## config.mk

```make
export PLATFORM = sky130hd
export DESIGN_NAME = read_master
export DESIGN_NICKNAME = d
export VERILOG_FILES = /design/src/rtl/read_master.sv
export SDC_FILE = /design/constraint.sdc
export NUM_CORES = 1
export LEC_CHECK = 0
export ABC_AREA = 1
export BUFFER_PORTS_ARGS = -buffer_cell sky130_fd_sc_hd__buf_2
export CELL_PAD_IN_SITES_DETAIL_PLACEMENT = 1
export CELL_PAD_IN_SITES_GLOBAL_PLACEMENT = 1
export CORE_MARGIN = 2
export CORE_UTILIZATION = 40
export CTS_CLUSTER_DIAMETER = 30
export DETAILED_ROUTE_END_ITERATION = 6
export PLACE_DENSITY = 0.8
export SYNTH_ARGS = -nofsm -noshare
export SYNTH_HDL_FRONTEND = slang
export SYNTH_SLANG_ARGS = --single-unit
```

## constraint.sdc

```tcl
create_clock -name clk -period 2.8 [get_ports clk]
set_input_delay 0.28 -clock clk [delete_from_list [all_inputs] [get_ports clk]]
set_output_delay 0.28 -clock clk [all_outputs]
set_load 0.03 [all_outputs]
```

## src/rtl/read_master.sv

```systemverilog
// read_master: replays a block of samples from DDR3 as a rate-paced stream, prefetching through a
// credit-limited FIFO. Define READ_MASTER_LOOP_EN to enable CSR 7 (continuous loop playback).
module read_master #(
  parameter int ADDR_W     = 16,
  parameter int DATA_W     = 16,
  parameter int FIFO_DEPTH = 8
) (
  input  logic              clk,
  input  logic              rst_n,
  output logic [ADDR_W-1:0] ddr_addr,
  output logic              ddr_read,
  input  logic              ddr_waitrequest,
  input  logic [DATA_W-1:0] ddr_readdata,
  input  logic              ddr_readdatavalid,
  input  logic [2:0]        addr,
  input  logic              read,
  input  logic              write,
  input  logic [15:0]       writedata,
  output logic [15:0]       readdata,
  output logic [DATA_W-1:0] d_out,
  output logic              v_out,
  input  logic              ready_in
);

  // state | meaning
  // IDLE  | waiting for start
  // FETCH | issuing reads into the prefetch FIFO
  // DRAIN | all reads issued, emptying responses and FIFO
  // DONE  | pass complete, done=1
  // FLUSH | soft reset, waiting out in-flight reads
  typedef enum logic [2:0] {S_IDLE, S_FETCH, S_DRAIN, S_DONE, S_FLUSH} state_t;

  localparam int PTR_W = $clog2(FIFO_DEPTH);
  localparam int CNT_W = PTR_W + 1;

  state_t state, state_next;

  logic [ADDR_W-1:0] base_q;
  logic [15:0]       length_q, step_q, rate_q;
  logic              loop_en;

  logic [15:0]       idx;
  logic [ADDR_W-1:0] cur_addr;
  logic [CNT_W-1:0]  outstanding, fifo_cnt;
  logic [PTR_W-1:0]  wr_ptr, rd_ptr;
  logic [DATA_W-1:0] mem [FIFO_DEPTH];
  logic [15:0]       rate_cnt;
  logic              req_held;

  logic              start_wr, srst_wr, start_ok, streaming, credit;
  logic              accept, rsp, push, emit, last_accept, drain_ok, done, busy;
  logic [CNT_W:0]    inflight;
  logic [15:0]       rd_mux;

  assign start_wr  = write && (addr == 3'd4);
  assign srst_wr   = write && (addr == 3'd6);
  assign start_ok  = start_wr && (state == S_IDLE || state == S_DONE);
  assign streaming = (state == S_FETCH) || (state == S_DRAIN);
  assign done      = (state == S_DONE);
  assign busy      = streaming || (state == S_FLUSH);

  // Requests in flight plus buffered samples may never exceed the FIFO size.
  assign inflight = {1'b0, outstanding} + {1'b0, fifo_cnt};
  assign credit   = inflight < (CNT_W+1)'(FIFO_DEPTH);

  // In FLUSH only a request already stalled by waitrequest is carried to completion.
  assign ddr_read = ((state == S_FETCH) && credit) || ((state == S_FLUSH) && req_held);
  assign ddr_addr = cur_addr;
  assign accept   = ddr_read && !ddr_waitrequest;

  // Responses with nothing outstanding belong to requests cut off by reset.
  assign rsp  = ddr_readdatavalid && (outstanding != '0);
  assign push = rsp && streaming;
  assign emit = streaming && (rate_cnt == 16'd0) && (fifo_cnt != '0) && ready_in;

  assign v_out = emit;
  assign d_out = emit ? mem[rd_ptr] : '0;

  assign last_accept = accept && (state == S_FETCH) &&
                       (({1'b0, idx} + 17'd1) >= {1'b0, length_q});
  assign drain_ok    = (outstanding == '0) && ((fifo_cnt - CNT_W'(emit)) == '0);

  always_ff @(posedge clk) begin
    if (!rst_n) state <= S_IDLE;
    else        state <= state_next;
  end

  always_comb begin
    state_next = state;
    case (state)
      S_IDLE, S_DONE: begin
        if (srst_wr)       state_next = S_IDLE;
        else if (start_wr) state_next = (length_q != 16'd0) ? S_FETCH : S_DONE;
      end
      S_FETCH: begin
        if (srst_wr)                      state_next = S_FLUSH;
        else if (last_accept && !loop_en) state_next = S_DRAIN;
      end
      S_DRAIN: begin
        if (srst_wr)       state_next = S_FLUSH;
        else if (drain_ok) state_next = S_DONE;
      end
      S_FLUSH: begin
        if (outstanding == '0 && !ddr_read) state_next = S_IDLE;
      end
      default: state_next = S_IDLE;
    endcase
  end

  always_ff @(posedge clk) begin
    if (!rst_n) begin
      idx         <= '0;
      cur_addr    <= '0;
      outstanding <= '0;
      fifo_cnt    <= '0;
      wr_ptr      <= '0;
      rd_ptr      <= '0;
      rate_cnt    <= '0;
      req_held    <= 1'b0;
    end else begin
      req_held <= ddr_read && ddr_waitrequest;

      if (start_ok) begin
        idx      <= '0;
        cur_addr <= base_q;
      end else if (accept && state == S_FETCH) begin
        if (last_accept) begin
          idx      <= '0;
          cur_addr <= base_q;
        end else begin
          idx      <= idx + 16'd1;
          cur_addr <= cur_addr + ADDR_W'(step_q);
        end
      end

      case ({accept, rsp})
        2'b10:   outstanding <= outstanding + CNT_W'(1);
        2'b01:   outstanding <= outstanding - CNT_W'(1);
        default: ;
      endcase

      if (srst_wr || state == S_FLUSH) begin
        wr_ptr   <= '0;
        rd_ptr   <= '0;
        fifo_cnt <= '0;
      end else begin
        if (push) wr_ptr <= wr_ptr + PTR_W'(1);
        if (emit) rd_ptr <= rd_ptr + PTR_W'(1);
        fifo_cnt <= fifo_cnt + CNT_W'(push) - CNT_W'(emit);
      end

      // Pacing counter parks at 0 until a sample actually leaves.
      if (!streaming)                 rate_cnt <= '0;
      else if (rate_cnt == 16'd0) begin
        if (emit && rate_q != 16'd0)  rate_cnt <= 16'd1;
      end else if (rate_cnt >= rate_q) rate_cnt <= '0;
      else                            rate_cnt <= rate_cnt + 16'd1;
    end
  end

  always_ff @(posedge clk) begin
    if (push) mem[wr_ptr] <= ddr_readdata;
  end

  always_ff @(posedge clk) begin
    if (!rst_n || srst_wr) begin
      base_q   <= '0;
      length_q <= '0;
      step_q   <= 16'd1;
      rate_q   <= '0;
    end else if (write) begin
      case (addr)
        3'd0:    base_q   <= ADDR_W'(writedata);
        3'd1:    length_q <= writedata;
        3'd2:    step_q   <= writedata;
        3'd3:    rate_q   <= writedata;
        default: ;
      endcase
    end
  end

`ifdef READ_MASTER_LOOP_EN
  logic loop_q;

  always_ff @(posedge clk) begin
    if (!rst_n || srst_wr)            loop_q <= 1'b0;
    else if (write && addr == 3'd7)   loop_q <= writedata[0];
  end

  assign loop_en = loop_q;
`else
  assign loop_en = 1'b0;
`endif

  always_comb begin
    rd_mux = 16'hDEAD;
    case (addr)
      3'd0: rd_mux = 16'(base_q);
      3'd1: rd_mux = length_q;
      3'd2: rd_mux = step_q;
      3'd3: rd_mux = rate_q;
      3'd5: rd_mux = {14'd0, busy, done};
`ifdef READ_MASTER_LOOP_EN
      3'd7: rd_mux = {15'd0, loop_q};
`endif
      default: rd_mux = 16'hDEAD;
    endcase
  end

  always_ff @(posedge clk) begin
    if (!rst_n) readdata <= '0;
    else        readdata <= read ? rd_mux : 16'd0;
  end

endmodule

```

==> summary.txt, run 1 <==
Global routing
  – GR Util All Layers: approximately a quarter
  – First-pass GRT wire length: a little over 70000 um
  – Initial antenna violation count: 0
  – Grt total ovfl: 0
  – Pin count of the biggest net entering global routing: between 60 and 70
  – Vias in the first global route: roughly 13k

STA
  – Unrepaired setup endpoints after global routing: true
  – Clock Skews: roughly 30 ps
  – Final Max Tran Viols: 0
  – Slew HR: around 37%
  – Max Fclk: 0.3267 GHz
  – Setup WS post-layout: -261.1 ps
  – Final setup viols: 34
  – Min cycle time layout: just over 3000 ps
  – Slew of the pin with the lowest slew margin: approximately 940 ps
  – Post-Route Setup TNS: -5532 ps
  – Final Cycle Share: 109.3%
  – Hold Fails Final Rpt: 0

Routing
  – Initial drt markers: between 700 and 800
  – Wire length per cell: between 20 and 25 um
  – Drt first pass iters: 5
  – Routed Antenna Nets: 0
  – Remaining DRCs: 0
  – WL final: around 47000 um
  – Via count: 12.22k
  – Vias/cell: between 5 and 6

Cells and area
  – # diodes: 0
  – Nets: 1781
  – Ratio of cells with drive above 1 in the final layout: 23.36%
  – Commonest non-fill, non-tap cell in the layout: nand2_1
  – Commonest non-fill, non-tap cells in the layout: 241 x nand2_1, 167 x a21oi_1, 139 x dfxtp_1
  – # fillers: around 3.8k
  – Fin cells: around 2.2k
  – Area grow syn2layout: 32.08%

Critical path
  – Worst Path Class, Setup: register to register
  – CP max stage delay: about 370 ps
  – Setup crit start kind: register
  – Crit path buf inv count: 1
  – Most used cell, CP: nor2_4
  – Arrival time at the worst endpoint: between 3000 and 4000 ps
  – Max FO, Critical Path: 8
  – Critical-path cell list: ha_4 -> nand2_4 -> nor2_4 -> nand2_2 -> nor2_4 -> nand2_4 -> nor2_4 -> xor2_2 -> ha_4 -> nand2_4 -> nor2_4 -> nand2_1 -> nor2_1 -> nand2_1 -> nand3_2 -> nor2_4 -> nand2_4 -> nand2_8 -> nand2_8 -> buf_4 -> o21ai_1 -> a21oi_1
  – Crit path max-delay cell type: dfxtp_4
  – CP top delay family: simple AND/OR/NAND/NOR gates
  – Reg2reg setup slack: -260 ps
  – Crit. End Element: register
  – CP required: ~3200 ps

Power
  – Net Switching: between 4 and 5 mW
  – Combinational Power Share: between 10% and 20%
  – Clock power share: between 50 and 60%
  – Reg power frac: around 30%
  – Internal: roughly 11 mW
  – Total power: 15.22 mW
  – Leak: 7.133 nW
  – Pwr/cell area: about 860 nW/um^2
  – Sw Ratio: about 29%
  – Peak supply drop: between 0.4 and 0.5 mV

Logic synthesis
  – Syn_nets: 1605
  – FF+latch count, synth: between 200 and 300
  – YS warnings: 0
  – Synthesized cell area: roughly 13000 sq um
  – Register area share after synthesis: between 50% and 60%
  – Post-Syn Instances: approximately 1.5k
  – Largest area contributor in the netlist: edfxtp_1
  – Ys flop type: dfxtp_1
  – Mapped Avg Cell Area: 8.958 sq um
  – Area share of the largest cell type after synthesis: 28.70%
  – Post-synth EDFFs: between 100 and 150
  – Dominant cells by area after synthesis: edfxtp_1 29%, dfxtp_1 22%, nand2_1 7.0%, a21oi_1 6.5%, ha_1 6.1%
  – Cell variety after synth: 51
  – Ys async rst share: 0%

Place
  – DP Worst Slack: -227.7 ps
  – # port buffers: 91
  – Post-DP HPWL: approximately 28000 um
  – GPL Wtd Cong: between 0.8 and 0.9
  – Placed Cells: about 2k

Clock network
  – CTS H-tree lvls: 3
  – Root buf cell: clkbuf_16
  – Cts bufs inserted: between 60 and 70
  – TritonCTS clock tree: done
  – Clock buffer depth: 3
  – Sink Count: approximately 280
  – Clock transition at path regs: about 50 ps
  – Worst-skew pair later-pin latency: between 500 and 600 ps

Floorplanning
  – Die ar.: roughly 35000 sq um
  – I/O pin count: 92
  – Die width: between 150 and 200 um
  – Chip height: about 190 um
  – Initial Util: between 40% and 50%
  – # rows: 67
  – Core Area: around 33000 sq um

Run status
  – Failing checks: negative setup slack
  – Run status: finished, violations left

Job
  – Max Cap Violations: 0

Min path
  – Hold WC Path Type: input port to register
cell families after synthesis:
family	share of synthesized area (%)
AO/OA/AOI/OAI	16.81
XOR/XNOR	2.354
AND/OR/NAND/NOR	17.13
flip-flops	50.98
adder cells (fa/ha/maj)	6.522
buffers and inverters	6.213
power by group through the flow:
| stage | logic (mW) | clock network (mW) | registers [mW] |
|---|---|---|---|
| final | 2.53 | 8.11 | 4.58 |
| after global routing | 2.78 | 8.36 | 4.59 |
| after CTS | 2.41 | 8.14 | 4.57 |
| after detailed placement | 2.24 | 0 | 4.64 |
| after global placement | 2.13 | 0 | 4.63 |
| after floorplan | 1.54 | 0 | 4.67 |
worst paths after layout:
kind | endpoint | cells after the start | start
worst max register to register | ddr_addr[5]$_SDFFE_PN0P_ | 22 | idx[1]$_SDFFE_PP0P_
worst min-delay path | step_q[12]$_SDFFE_PP0P_ | 3 | writedata[12]
worst min register to register | idx[3]$_SDFFE_PP0P_ | 2 | idx[3]$_SDFFE_PP0P_
worst max-delay path | ddr_addr[5]$_SDFFE_PN0P_ | 22 | idx[1]$_SDFFE_PP0P_
synthesized netlist by cell type, drive strengths merged (17+ instances only):
library cell  number
nor3              29
dfxtp            149
xor2              26
edfxtp           128
o22ai             25
o21ai            126
nand3             46
nor2             137
nand2            261
clkbuf            42
a211oi            17
inv              151
ha                65
a21oi            181
cell type report:
type,count,area [sq um],area share (%)
Clock buffer,78,1758,9.938
Clock inverter,40,581.8,3.289
Inverter,153,588.1,3.325
Multi-Input combinational cell,1011,6232,35.23
Sequential cell,277,6844,38.69
Tap cell,448,560.5,3.169
Timing Repair Buffer,162,1124,6.352
through the flow:
step / area (sq um) / hold slack [ps] / utilization (%)
5_1_grt: 17690 / 14.33 / 53.15
6_report: 17690 / 24.02 / 53.15
3_5_place_dp: 14500 / 477.1 / 43.56
2_1_floorplan: 13390 / 378.9 / -
3_3_place_gp: 14500 / 446.4 / 43.56
4_1_cts: 17290 / 9.984 / 51.96
state kept, by name, summed over array words and instances, names as in the netlist, named ones only:
name	flops
step_q	16
state	3
rate_q	16
req_held	1
idx	16
rd_ptr	3
readdata	16
length_q	16
wr_ptr	3
outstanding	4
fifo_cnt	4
ddr_addr	16
rate_cnt	16
mem	128
base_q	16
worst reg2reg max path: stages, from the launching register on:
cell	delay, ps
dfxtp_4	370
ha_4	150
nand2_4	50
nor2_4	90
nand2_2	80
nor2_4	130
nand2_4	90
nor2_4	110
xor2_2	290
ha_4	270
nand2_4	90
nor2_4	40
nand2_1	60
nor2_1	60
nand2_1	90
nand3_2	100
nor2_4	110
nand2_4	80
nand2_8	160
nand2_8	100
buf_4	150
o21ai_1	130
a21oi_1	110
layer usage:
metal	up-vias	global-route usage (%)	wire length, um
met5	-	0	0
met4	0	11.87	2136
met3	166	4.034	2368
met2	477	47.30	24520
met1	6028	29.37	18400
li1	5546	-	-
timing repair:
item                       in CTS  in global routing
setup endpoints to repair      50                 51
buffers inserted                4                 13
pin swaps                      16                 26
hold endpoints to repair       79                  0
hold buffers                   12                  0
cloned                          3                  0
gates resized for setup        60                 64
Power figures use the tool's default switching activity.
==> inputs of run 2 (changes only) <==
- ABC_AREA: 1 -> 0
- PLACE_DENSITY: 0.8 -> 0.78
- SLEW_MARGIN: not set -> 20
==> run 2 against run 1 <==
Compared with the run above:
- the flow still finishes with violations (negative setup slack)
- synthesized cell count fell by 18%
- clock skew rose by 1.2 ps
- first-iteration DRC count rose by 20%
- die area fell by 1.8%
- maximum frequency fell by 14%
- largest cell class unchanged
- routed wire length fell by 3.6%
- highest routed layer is now met5
- worst setup slack got worse by 510 ps
- register-to-register slack got worse by 510 ps
- total power fell by 7.7%
- worst hold slack got worse by 11 ps
- design area fell by 0.35%
==> summary.txt, run 2 <==
STA
  – Final Cycle Share: 127.7% (+18 points)
  – Min cycle time layout: 3576 ps (+514.5 ps)
  – Slew of the pin with the lowest slew margin: 900.0 ps (-40.54 ps)
  – Unrepaired setup endpoints after global routing: true
  – Clock Skews: 32.03 ps (+1.160 ps)
  – Final setup viols: 34 (unchanged)
  – Slew HR: 39.68% (+2.4 points)
  – Final Max Tran Viols: 0 (unchanged)
  – Setup WS post-layout: -775.6 ps (-514.5 ps)
  – Max Fclk: 0.2797 GHz (-14%)
  – Hold Fails Final Rpt: 0 (unchanged)
  – Fin Hold WS: 12.62 ps (-11.40 ps)

Critical path
  – Crit path max-delay cell type: or3b_1
  – CP required: 3280 ps (+50 ps)
  – Critical-path cell list: buf_4 -> nand3_4 -> nor3_4 -> and3_4 -> and3_4 -> and3_4 -> nand3_2 -> xnor2_2 -> ha_1 -> nand3_1 -> a21oi_2 -> o21ai_4 -> buf_12 -> a221o_1 -> or3b_1 -> a21oi_2
  – CP max stage delay: 370 ps (about the same)
  – Most used cell, CP: and3_4
  – Arrival time at the worst endpoint: 4050 ps (+560 ps)
  – Setup crit start kind: register
  – Worst Reg2Reg Path Length in Cells: 16 (-27%)
  – Max FO, Critical Path: 5 (-3)
  – Worst Path Class, Setup: register to register
  – Crit. End Element: register

Logic synthesis
  – Synthesized cell area: 13150 sq um (-1.8%)
  – FF+latch count, synth: 277 (unchanged)
  – Top cells by count, synth: 184 x nand2_1, 149 x dfxtp_1, 128 x edfxtp_1, 112 x a21oi_1, 107 x nor2_1
  – Mapped Avg Cell Area: 10.69 sq um (+19%)
  – Count leader, synth: nand2_1
  – Post-synth EDFFs: 128 (unchanged)
  – Ys async rst share: 0% (unchanged)
  – Post-Syn Instances: 1230 (-18%)
  – Register area share after synthesis: 51.92% (+0.94 points)
  – Dominant cells by area after synthesis: edfxtp_1 29%, dfxtp_1 23%, mux4_2 7.0%, ha_1 6.2%, nand2_1 5.3%
  – Largest area contributor in the netlist: edfxtp_1
  – YS warnings: 0 (unchanged)
  – Ys flop type: dfxtp_1
  – Syn_nets: 1340 (-17%)
  – Area share of the largest cell type after synthesis: 29.23% (+0.53 points)
  – Cell variety after synth: 64 (+25%)

Clock network
  – CTS H-tree lvls: 3 (unchanged)
  – Clock buffer depth: 3 (unchanged)
  – TritonCTS clock tree: done
  – Clock transition at path regs: 50 ps (about the same)
  – Sink Count: 277 (unchanged)
  – Cts bufs inserted: 66 (unchanged)
  – Worst-skew pair later-pin latency: 570 ps (about the same)
  – Root buf cell: clkbuf_16

Routing
  – WL final: 45710 um (-3.6%)
  – Routed Antenna Nets: 0 (unchanged)
  – Drt first pass iters: 5 (unchanged)
  – Vias/cell: 5.572 (-1.1%)
  – Wire length per cell: 23.26 um (+6.4%)
  – Initial drt markers: 839 (+20%)
  – Remaining DRCs: 0 (unchanged)
  – Via count: 10.95k (-10%)

Place
  – Post-DP HPWL: 27120 um (-3.9%)
  – DP Worst Slack: -651.5 ps (-423.8 ps)
  – # port buffers: 91 (unchanged)
  – GPL Wtd Cong: 0.8308 (-2.5%)

Cells and area
  – Area grow syn2layout: 34.05%
  – # fillers: 3480 (-8.1%)
  – Commonest non-fill, non-tap cell in the layout: nand2_1
  – Commonest non-fill, non-tap cells in the layout: 181 x nand2_1, 141 x dfxtp_1, 128 x edfxtp_1
  – Nets: 1580 (-11%)
  – Max reg flops: 128 (unchanged)
  – Ratio of cells with drive above 1 in the final layout: 28.73% (+5.4 points)
  – Biggest register: mem

Global routing
  – First-pass GRT wire length: 68430 um (-3.5%)
  – Pin count of the biggest net entering global routing: 64 (-1.5%)
  – Initial antenna violation count: 4 (+4)
  – Vias in the first global route: 11.96k (-8.6%)
  – Grt total ovfl: 0 (unchanged)
  – GR Util All Layers: 26.25% (+0.46 points)

Floorplanning
  – Die ar.: 34340 sq um (-1.8%)
  – # rows: 66 (-1.5%)
  – Die width: 185.3 um (-0.89%)
  – Chip height: 185.3 um (-0.89%)
  – I/O pin count: 92 (unchanged)
  – Initial Util: 40.52% (+0.28 points)
  – Core Area: 32450 sq um (-2.5%)

Run status
  – Failing checks: negative setup slack
  – Run status: finished, violations left

Power
  – Internal: 10.25 mW (-5.8%)
  – Peak supply drop: 0.4757 mV (-3.9%)
  – Clock power share: 53.7% (+0.4 points)
  – Sw Ratio: 27.11% (-1.4 points)
  – Combinational Power Share: 14.5% (-2.1 points)
  – Pwr/cell area: 797.5 nW/um^2 (-7.3%)
  – Net Switching: 3.810 mW (-12%)
  – Reg power frac: 31.8% (+1.7 points)
  – Total power: 14.06 mW (-7.7%)
  – Leak: 6.789 nW (-4.8%)

Min path
  – Hold WC Path Type: input port to register
  – Hold Path Cell Cnt: 1 (-2)

Job
  – Max Cap Violations: 0 (unchanged)
[run 2: layer usage]
layer	vias up	global-route usage (%)	share of wire (%)
met1	5496	30.70	39
met2	400	46.00	51
met3	158	5.840	5.9
met4	2	11.59	4.5
met5	-	0	0.028
li1	4892	-	-
[run 2: critical path, delay by kind of cell (launching register included)]
kind	cells	cell delay, ps
XOR/XNOR	1	200
buffers and inverters	2	270
flip-flops	1	360
AO/OA/AOI/OAI	4	760
AND/OR/NAND/NOR	8	1540
adder cells (fa/ha/maj)	1	340
[run 2: repair_timing]
action	CTS	global route
endpoints found under the setup margin	40	41
gates cloned	1	0
pin swaps	13	19
gates resized for setup	25	37
hold buffers	9	0
setup buffers	15	9
hold endpoints to repair	50	0
[run 2: path summary, 6_finish.rpt]
kind | to | slack (ps) | from
max | state[0]$_SDFFE_PN0P_ | -780 | idx[0]$_SDFFE_PP0P_
min | mem[5][10]$_DFFE_PP_ | 10 | ddr_readdata[10]
max reg2reg | state[0]$_SDFFE_PN0P_ | -780 | idx[0]$_SDFFE_PP0P_
min reg2reg | step_q[14]$_SDFFE_PP0P_ | 480 | step_q[14]$_SDFFE_PP0P_
[run 2: logic make-up after synthesis]
logic type,synth area share [%]
AND/OR/NAND/NOR,15.22
XOR/XNOR,4.130
AO/OA/AOI/OAI,9.040
flip-flops,51.92
adder cells (fa/ha/maj),6.642
multiplexers,9.849
buffers and inverters,3.207
[run 2: power groups by stage]
stage / clock network, mW / logic [mW] / registers (mW)
detailed placement: 0 / 1.85 / 4.53
global route: 7.81 / 2.20 / 4.48
finish: 7.54 / 2.04 / 4.47
CTS: 7.58 / 1.95 / 4.47
floorplan: 0 / 1.11 / 4.58
global placement: 0 / 1.77 / 4.53
[run 2: final cells by class]
type,count,area [sq um],area share [%]
antenna,2,5.005,0.02839
inverter,55,206.4,1.171
tap,442,553.0,3.138
sequential,277,6844,38.83
clock buffer,84,1799,10.21
timing repair buffer,226,1600,9.079
clock inverter,35,390.4,2.215
multi-input combinational,844,6227,35.33
[run 2: through the flow]
| stage | TNS, ps | utilization, % | std cells | instance area [sq um] |
|---|---|---|---|---|
| 2_1_floorplan | -9229 | - | 1230 | 13220 |
| 3_3_place_gp | -11620 | 45.77 | 1812 | 14860 |
| 3_5_place_dp | -17070 | 45.77 | 1812 | 14860 |
| 4_1_cts | -13830 | 53.62 | 1955 | 17400 |
| 5_1_grt | -25540 | 54.30 | 1964 | 17620 |
| 6_report | -21190 | 54.31 | 1965 | 17630 |
==> inputs of run 3 (changes only) <==
- BUFFER_PORTS_ARGS: -buffer_cell sky130_fd_sc_hd__buf_2 -> not set
- CTS_BUF_LIST: not set -> sky130_fd_sc_hd__clkbuf_16
- DONT_BUFFER_PORTS: not set -> 1
- PLACE_DENSITY: 0.78 -> 0.75
==> run 3 against run 2 <==
Compared with the run above:
- the run still ends with negative setup slack left
- sequential cell count is the same
- core utilization grew 0.058 points
- via count shrank 1.2%
- critical endpoint is now ddr_addr[2]$_SDFFE_PN0P_
- count of clock-buffer cells in the layout shrank 15
- routed wire length grew 0.15%
- maximum frequency grew 2.4%
- design area grew 0.11%
- critical path depth is the same
- worst hold slack gained 11 ps
- global-route usage grew 0.55 points
- final cell count shrank 1.8%
- worst setup slack gained 84 ps
==> summary.txt, run 3 (synthesis results as in run 2) <==
Critical path
  – Worst r2r src: idx[0]$_SDFFE_PP0P_
  – Crit. End Element: register
  – Start point of the critical path: idx[0]$_SDFFE_PP0P_
  – Arrival time at the worst endpoint: 3950 ps (-100 ps)
  – Reg2reg setup slack: -690 ps (+80 ps)
  – Reg2Reg Capture Point: ddr_addr[2]$_SDFFE_PN0P_
  – Setup crit start kind: register
  – CP Capture Point: ddr_addr[2]$_SDFFE_PN0P_
  – Max FO, Critical Path: 7 (+2)
  – Worst Path Class, Setup: register to register
  – CP required: 3260 ps (-20 ps)
  – Worst Reg2Reg Path Length in Cells: 16 (unchanged)

STA
  – Final Cycle Share: 124.7% (-3.0 points)
  – Final Max Tran Viols: 0 (unchanged)
  – Post-Route Setup TNS: -18570 ps (+2628 ps)
  – Hold Fails Final Rpt: 0 (unchanged)
  – Clock Skews: 25.25 ps (-6.778 ps)
  – Fin Hold WS: 23.68 ps (+11.05 ps)
  – Slew of the pin with the lowest slew margin: 1097 ps (+197.0 ps)
  – Min cycle time layout: 3491 ps (-84.43 ps)
  – Slew HR: 26.55% (-13 points)
  – Final setup viols: 34 (unchanged)
  – Setup WS post-layout: -691.2 ps (+84.43 ps)
  – Max Fclk: 0.2864 GHz (+2.4%)
  – Unrepaired setup endpoints after global routing: true

Place
  – Post-DP HPWL: 26620 um (-1.8%)
  – DP Worst Slack: -578.5 ps (+72.93 ps)
  – # port buffers: 0 (-100%)
  – Placed Area: 14570 sq um (-1.9%)
  – GPL Wtd Cong: 0.8516 (+2.5%)
  – Placed Cells: 1745 (-3.7%)

Power
  – Leak: 6.612 nW (-2.6%)
  – Pwr/cell area: 804.8 nW/um^2 (+0.92%)
  – Peak supply drop: 0.5994 mV (+26%)
  – Total power: 14.20 mW (+1.0%)

Clock network
  – Sink Count: 277 (unchanged)
  – Worst-skew pair later-pin latency: 580 ps (about the same)
  – Clock transition at path regs: 50 ps (about the same)
  – Clock buffer depth: 3 (unchanged)
  – TritonCTS clock tree: done
  – CTS H-tree lvls: 3 (unchanged)
  – Cts bufs inserted: 68 (+3.0%)
  – Root buf cell: clkbuf_16

Run status
  – Failing checks: negative setup slack
  – Run status: finished, violations left

Cells and area
  – Commonest non-fill, non-tap cells in the layout: 182 x nand2_1, 142 x dfxtp_1, 139 x buf_4
  – Final Util: 54.37% (+0.058 points)
  – Nets: 1543 (-2.3%)
  – Fin area: 17640 sq um (+0.11%)
  – Ratio of cells with drive above 1 in the final layout: 24.55% (-4.2 points)
  – Area grow syn2layout: 34.19%
  – Max reg flops: 128 (unchanged)
  – # fillers: 3433 (-1.4%)
  – Fin cells: 1930 (-1.8%)
  – Commonest non-fill, non-tap cell in the layout: nand2_1
  – Biggest register: mem

Job
  – Max Cap Violations: 0 (unchanged)

Floorplanning
  – Die width: 185.3 um (unchanged)
  – Die ar.: 34340 sq um (unchanged)
  – Initial Util: 40.52% (unchanged)
  – Core Area: 32450 sq um (unchanged)
  – I/O pin count: 92 (unchanged)
  – # rows: 66 (unchanged)
  – Chip height: 185.3 um (unchanged)

Global routing
  – Vias in the first global route: 11.63k (-2.8%)
  – First-pass GRT wire length: 68750 um (+0.47%)
  – Pin count of the biggest net entering global routing: 64 (unchanged)
  – Grt total ovfl: 0 (unchanged)
  – Initial antenna violation count: 4 (unchanged)
  – GR Util All Layers: 26.80% (+0.55 points)

Routing
  – Drt first pass iters: 5 (unchanged)
  – Initial drt markers: 810 (-3.5%)
  – Routed Antenna Nets: 0 (unchanged)
  – Via count: 10.82k (-1.2%)
  – Wire length per cell: 23.72 um (+2.0%)
  – Vias/cell: 5.606 (+0.62%)
  – Remaining DRCs: 0 (unchanged)
  – WL final: 45770 um (+0.15%)

Min path
  – Hold WC Path Type: input port to register
  – Hold Crit Start: addr[2]
==> run 3: cell count changes in the layout (fill, tap and decap cells not counted), moves of 3 or more <==
cell           before  now
buf_12              6    3
buf_2              91    0
buf_4             111  139
buf_6               9    5
clkbuf_1           10    0
clkbuf_16          66   69
clkbuf_8            8    1
clkinv_1            4   12
clkinv_2           17   13
dlygate4sd3_1       9   39
inv_1              52   62
nor3_2              2    5
==> run 3: routing by layer <==
layer	up-vias	global-route usage [%]	share of wire [%]
li1	4841	-	-
met1	5469	31.73	39
met2	405	47.24	52
met3	105	5.348	5.5
met4	0	11.24	3.3
met5	-	0	0
==> run 3: cell type report <==
type                    instances  area [sq um]  share of cell area [%]
inverters                      55         206.4                   1.170
well taps                     442         553.0                   3.134
multi-input cells             843          6242                   35.38
flip-flops and latches        277          6843                   38.78
repair buffers                188          1579                   8.949
clock inverters                55         491.7                   2.787
diodes                          1         2.502                 0.01418
clock buffers                  69          1727                   9.786
==> run 3: how the worst min path moves through the flow <==
stage / cells after the start / slack (ps) / to
floorplan: 0 / 380 / mem[0][0]$_DFFE_PP_
global placement: 1 / 360 / readdata[4]$_SDFF_PN0_
detailed placement: 1 / 360 / readdata[8]$_SDFF_PN0_
CTS: 3 / 5 / readdata[0]$_SDFF_PN0_
global route: 2 / 20 / readdata[1]$_SDFF_PN0_
finish: 3 / 20 / readdata[3]$_SDFF_PN0_
==> run 3: what timing repair did <==
item	4_1_cts	5_1_grt
setup buffers	11	12
gates cloned	0	0
hold buffers	39	0
gates resized for setup	25	32
endpoints found under the setup margin	46	39
pin swaps	18	27
hold endpoints to repair	212	0
==> run 3: critical path, cell delays in order (launching register included) <==
cell and delay, ps:
dfxtp_4 350, ha_4 150, nand3_4 90, nor2_4 100, and3_4 190, and3_4 180
and3_4 220, nand3_4 90, xnor2_2 150, ha_1 330, a21o_1 180, a221o_2 390
o21ai_4 300, nand2_8 120, clkbuf_8 210, mux2i_1 130, a211oi_1 200
==> run 3: where the power goes <==
| group | switching (mW) | internal (mW) |
|---|---|---|
| registers | 0.125 | 4.37 |
| logic | 1.17 | 0.927 |
| clock network | 2.56 | 5.04 |
| total | 3.86 | 10.3 |
